File: src/rtl/hazard_pkg.sv
// Shared pipeline-control types: hazard FSM states and EX branch-select encodings
// (also used by the fetch stage and the EX branch unit).
package hazard_pkg;

  typedef enum logic [1:0] {
    S_RUN    = 2'd0,
    S_LSTALL = 2'd1,
    S_MWAIT  = 2'd2
  } hz_state_e;

  localparam logic [1:0] BR_IMM_RS1 = 2'd0;
  localparam logic [1:0] BR_IMM     = 2'd1;
  localparam logic [1:0] BR_PC4     = 2'd2;

  // Encoding 3 is illegal and falls through as PC+4, i.e. not taken.
  function automatic logic is_br_taken(input logic [1:0] sel);
    return (sel == BR_IMM_RS1) || (sel == BR_IMM);
  endfunction

endpackage

File: src/rtl/hazard_ctrl_unit_sat_counter.sv
// Saturating up-counter used for the hazard unit's stall/flush performance counters.
module sat_counter #(
  parameter int W = 16
) (
  input  logic         clk,
  input  logic         rst,
  input  logic         inc,
  output logic [W-1:0] cnt
);

  always_ff @(posedge clk or posedge rst) begin
    if (rst)
      cnt <= '0;
    else if (inc && (cnt != {W{1'b1}}))
      cnt <= cnt + W'(1);
  end

endmodule

File: src/rtl/hazard_ctrl_unit.sv
// Pipeline hazard/flow controller: load-use stalls, taken-branch flushes and
// data-memory wait freezes, with saturating stall/flush counters.
module hazard_ctrl_unit
  import hazard_pkg::*;
#(
  parameter int LOAD_BUBBLES = 1,
  parameter int CNT_W        = 16
) (
  input  logic             clk,
  input  logic             rst,
  input  logic [4:0]       ID_rs1_addr,
  input  logic [4:0]       ID_rs2_addr,
  input  logic             ID_rs1_used,
  input  logic             ID_rs2_used,
  input  logic [4:0]       EX_rd_addr,
  input  logic             EX_mem_read,
  input  logic [1:0]       EX_Branch_Ctrl,
  input  logic             DM_wait,
  output logic             PC_write,
  output logic             IFID_write,
  output logic             instr_flush_sel,
  output logic             IDEX_ctrl_flush,
  output logic [CNT_W-1:0] stall_cnt,
  output logic [CNT_W-1:0] flush_cnt
);

  hz_state_e  state, state_nxt;
  logic [1:0] bub_cnt, bub_nxt;
  logic       br_taken, lu_hit, flush_ev;

  assign br_taken = is_br_taken(EX_Branch_Ctrl);
  assign lu_hit   = EX_mem_read && (EX_rd_addr != 5'd0) &&
                    ((ID_rs1_used && (ID_rs1_addr == EX_rd_addr)) ||
                     (ID_rs2_used && (ID_rs2_addr == EX_rd_addr)));

  always_comb begin
    state_nxt       = state;
    bub_nxt         = bub_cnt;
    PC_write        = 1'b1;
    IFID_write      = 1'b1;
    instr_flush_sel = 1'b0;
    IDEX_ctrl_flush = 1'b0;
    flush_ev        = 1'b0;
    case (state)
      S_LSTALL: begin
        PC_write   = 1'b0;
        IFID_write = 1'b0;
        // A memory freeze holds the pending bubble count; no bubble is issued.
        if (!DM_wait) begin
          IDEX_ctrl_flush = 1'b1;
          if (bub_cnt <= 2'd1) begin
            state_nxt = S_RUN;
            bub_nxt   = 2'd0;
          end else begin
            bub_nxt = bub_cnt - 2'd1;
          end
        end
      end
      default: begin
        // S_RUN and S_MWAIT share rules: leaving the wait evaluates as a normal cycle.
        if (DM_wait) begin
          PC_write   = 1'b0;
          IFID_write = 1'b0;
          state_nxt  = S_MWAIT;
        end else begin
          state_nxt = S_RUN;
          if (br_taken) begin
            instr_flush_sel = 1'b1;
            IDEX_ctrl_flush = 1'b1;
            flush_ev        = 1'b1;
          end else if (lu_hit) begin
            PC_write        = 1'b0;
            IFID_write      = 1'b0;
            IDEX_ctrl_flush = 1'b1;
            if (LOAD_BUBBLES > 1) begin
              bub_nxt   = 2'(LOAD_BUBBLES - 1);
              state_nxt = S_LSTALL;
            end
          end
        end
      end
    endcase
  end

  always_ff @(posedge clk or posedge rst) begin
    if (rst) begin
      state   <= S_RUN;
      bub_cnt <= 2'd0;
    end else begin
      state   <= state_nxt;
      bub_cnt <= bub_nxt;
    end
  end

  // EX holds the inserted bubble while stalling, so it cannot carry a taken branch.
  a_no_br_in_lstall: assert property (@(posedge clk) disable iff (rst)
    (state == S_LSTALL) |-> !br_taken);

  sat_counter #(.W(CNT_W)) u_stall_cnt (
    .clk (clk),
    .rst (rst),
    .inc (!PC_write),
    .cnt (stall_cnt)
  );

  sat_counter #(.W(CNT_W)) u_flush_cnt (
    .clk (clk),
    .rst (rst),
    .inc (flush_ev),
    .cnt (flush_cnt)
  );

endmodule

File: config.mk
export PLATFORM = sky130hd
export DESIGN_NAME = hazard_ctrl_unit
export DESIGN_NICKNAME = d
export VERILOG_FILES = /design/src/rtl/hazard_pkg.sv /design/src/rtl/hazard_ctrl_unit_sat_counter.sv /design/src/rtl/hazard_ctrl_unit.sv
export SDC_FILE = /design/constraint.sdc
export NUM_CORES = 1
export LEC_CHECK = 0
export CAP_MARGIN = 20
export CELL_PAD_IN_SITES_DETAIL_PLACEMENT = 0
export CELL_PAD_IN_SITES_GLOBAL_PLACEMENT = 1
export CORE_MARGIN = 4
export CORE_UTILIZATION = 47
export CTS_CLUSTER_DIAMETER = 100
export DETAILED_ROUTE_END_ITERATION = 6
export DONT_BUFFER_PORTS = 1
export PLACE_DENSITY = 0.75
export SYNTH_ARGS = -nofsm -noshare
export SYNTH_HDL_FRONTEND = slang
export SYNTH_HIERARCHICAL = 1
export SYNTH_SLANG_ARGS = --single-unit
File: constraint.sdc
create_clock -name clk -period 2.2 [get_ports clk]
set_clock_uncertainty 0.2 [all_clocks]
set_input_delay 0.44 -clock clk [delete_from_list [all_inputs] [get_ports clk]]
set_output_delay 0.44 -clock clk [all_outputs]
set_load 0.005 [all_outputs]
==> flow_metrics.env <==
export IMPL_avgViaCountPerCell=5.778
export IMPL_synth_top_area_share_pct=44.57
export IMPL_groute_usage_overall_pct=15.65
export IMPL_drt_wirelength_per_cell_um=15.59
export IMPL_hold_viol=0
export IMPL_routed_wl_um=3586
export IMPL_fillers=347
export IMPL_period_share_pct=97.74
export IMPL_p_comb_share_pct=19.4
export IMPL_switching_share_pct=34.23
export IMPL_p_leak_nw=0.9030
export IMPL_n_antenna_cell=0
export IMPL_cp_arrival_ns=2.11
export IMPL_final_min_clock_period_ns=2.150
export IMPL_grt_antenna_before_repair=0
export IMPL_nets=207
export IMPL_grt_max_degree=17
export IMPL_placement_io_buffers=0
export IMPL_syn_avg_cell_area_um2=10.82
export IMPL_synth_warnings=6
export IMPL_worst_slew_pin_slew_ns=0.6205
export IMPL_relSlewSlack_pct=58.59
export IMPL_ys_ff_latch=32
export IMPL_drive_gt1_share_pct=21.43
export IMPL_synthMostInstantiatedCell="dfrtp_1"
export IMPL_async_flop_share_pct=100.0
export IMPL_synth_area_top_cells="dfrtp_1 (45%), xnor2_1 (12%), nand3_1 (3.9%), xor2_1 (3.9%), nand4_1 (3.5%)"
export IMPL_drc=0
export IMPL_drtIter0Drc=49
export IMPL_dp_cells=219
export IMPL_path_class="in2reg"
export IMPL_fp_dieArea_mm2=0.004876
export IMPL_cts_sinks=32
export IMPL_setup_tns_ns=0
export IMPL_post_route_util_pct=55.05
export IMPL_pin_count=59
export IMPL_seq_area_frac_synth_pct=44.57
export IMPL_syn_nets=191
export IMPL_syn_inst=166
export IMPL_crit_fanout=3
export IMPL_required_ns=2.16
export IMPL_rsz0062_at_grt="true"
export IMPL_cts_max_level=2
export IMPL_synth_main_ff_cell="dfrtp_1"
export IMPL_slew_viol_final=0
export IMPL_drtPass1Iterations=4
export IMPL_num_rows=22
export IMPL_place_ws_ns=-0.4544
export IMPL_layout_setup_ws_ns=0.04977
export IMPL_grt_overflow_total=0
export IMPL_total_power_mw=1.653
export IMPL_run_status="finished clean"
export IMPL_synthesis_area_mm2=0.001797
export IMPL_timing_fmax_ghz=0.4651
export IMPL_synthToLayoutAreaGrowth_pct=13.02
export IMPL_stdcell_count=230
export IMPL_via_count=1329
export IMPL_internal_power_mw=1.087
export IMPL_core_mm2=0.003689
export IMPL_clock_power_share_pct=24.9
export IMPL_synth_commonest_cells="dfrtp_1 (32), xnor2_1 (24), nand3_1 (14)"
export IMPL_hp_class="in2reg"
export IMPL_cts_tree="done"
export IMPL_grt_pass1_vias=1371
export IMPL_hp_start="EX_Branch_Ctrl[1]"
export IMPL_cts_buffers=5
export IMPL_die_h_um=69.83
export IMPL_netSwitchingPower_mw=0.5659
export IMPL_root_buffer="clkbuf_8"
export IMPL_yosysTopAreaCell="dfrtp_1"
export IMPL_place_gp_congestion=0.7246
export IMPL_clk_latency_ns=0.27
export IMPL_final_antenna_net_count=0
export IMPL_setup_viol=0
export IMPL_dieWidth_um=69.83
export IMPL_p_per_area_mw_per_mm2=814.2
export IMPL_final_area_mm2=0.002031
export IMPL_synth_edf_count=0
export IMPL_grt_pass1_wl_um=6189
export IMPL_worstSetupEndpointType="flop"
export IMPL_rr_startpoint="u_stall_cnt/cnt[0]"
export IMPL_maxCapViolCount=0
export IMPL_clk_path_buf_depth=2
export IMPL_crit_path_start="EX_rd_addr[2]"
export IMPL_hold_slack_ns=0.3127
export IMPL_clkSlewWorstSetupHoldPaths_ns=0.06
export IMPL_start_kind="input port"
export IMPL_vdd_drop_max_mv=0.6384
export IMPL_pwr_share_seq_pct=55.7
export IMPL_synth_cell_type_count=33
export IMPL_hpwl_um=2816
export IMPL_place_area_mm2=0.001913
export IMPL_start_util_pct=48.71
-- repair_timing --
item                                    CTS  global route
setup buffers                             1             2
endpoints found under the hold margin    32             0
gates resized for setup                   0             3
pin swaps                                 1             2
hold buffers                              1             0
endpoints found under the setup margin    7            10
-- sequential cells by signal (all words and copies together) (netlist names) --
signal and count:
u_flush_cnt/cnt 16, u_stall_cnt/cnt 16
-- power groups by stage --
stage	Clock [mW]	Combinational, mW	Sequential [mW]
final	0.411	0.321	0.922
after global routing	0.453	0.366	0.948
after floorplan	0	0.261	0.870
after global placement	0	0.296	0.918
after CTS	0.428	0.317	0.921
after detailed placement	0	0.312	0.931
-- cell usage in the layout, fill, tap and decap left out, types with 4 or more instances in the layout --
cell type  instances
xnor2_1           24
nand4_1           10
nor2_1             5
and3_1             8
a21oi_1            4
buf_4              9
clkbuf_8           5
nand2_1           12
xor2_1             8
dfrtp_1           32
inv_1              4
nand3_1           12
and4_1             5
-- final timing paths --
path,depth (start not counted),slack [ns],to
max,9,0.05,u_stall_cnt/cnt[14]
min,4,0.31,u_flush_cnt/cnt[0]
max reg2reg,5,0.26,u_stall_cnt/cnt[1]
min reg2reg,1,0.33,u_stall_cnt/cnt[10]
max in group asynchronous,2,0.89,u_flush_cnt/cnt[2]
min in group asynchronous,2,0.50,u_stall_cnt/cnt[14]
-- routing by layer --
metal / GRT usage [%] / wire (µm) / vias to the layer above
met5: 0 / 0 / -
li1: - / - / 636
met4: 6.170 / 34 / 0
met1: 20.02 / 1596 / 641
met2: 23.40 / 1639 / 48
met3: 6.522 / 317 / 4
-- critical path, cell delays in order --
cell and delay, ns:
xor2_1 0.15, nor4_2 0.25, a32oi_1 0.16, o31ai_2 0.20, buf_4 0.16, and4_4 0.24, nand3_2 0.09, nor2_2 0.12
mux2_4 0.30
-- layout make-up --
cell class / instances / area, µm² / share of cell area, %
clock buffers: 6 / 72.57 / 3.574
flip-flops and latches: 32 / 800.8 / 39.43
repair buffers: 10 / 77.57 / 3.820
inverters: 4 / 15.01 / 0.7394
clock inverters: 1 / 5.005 / 0.2465
well taps: 48 / 60.06 / 2.957
multi-input cells: 129 / 999.7 / 49.23
-- logic make-up (layout without fill, tap and decap cells) --
logic type / Yosys count / count (layout) / synth area share, %
and+or+nand+nor: 78 / 78 / 29.39
xor gates and xnor gates: 32 / 32 / 15.60
DFF: 32 / 32 / 44.57
AOI/OAI and AO/OA: 11 / 11 / 4.179
muxes: 6 / 6 / 3.621
buffers and inverters: 5 / 21 / 1.253
adders and majority gates: 2 / 2 / 1.393
Note: power is estimated with default switching activity, not from simulation.
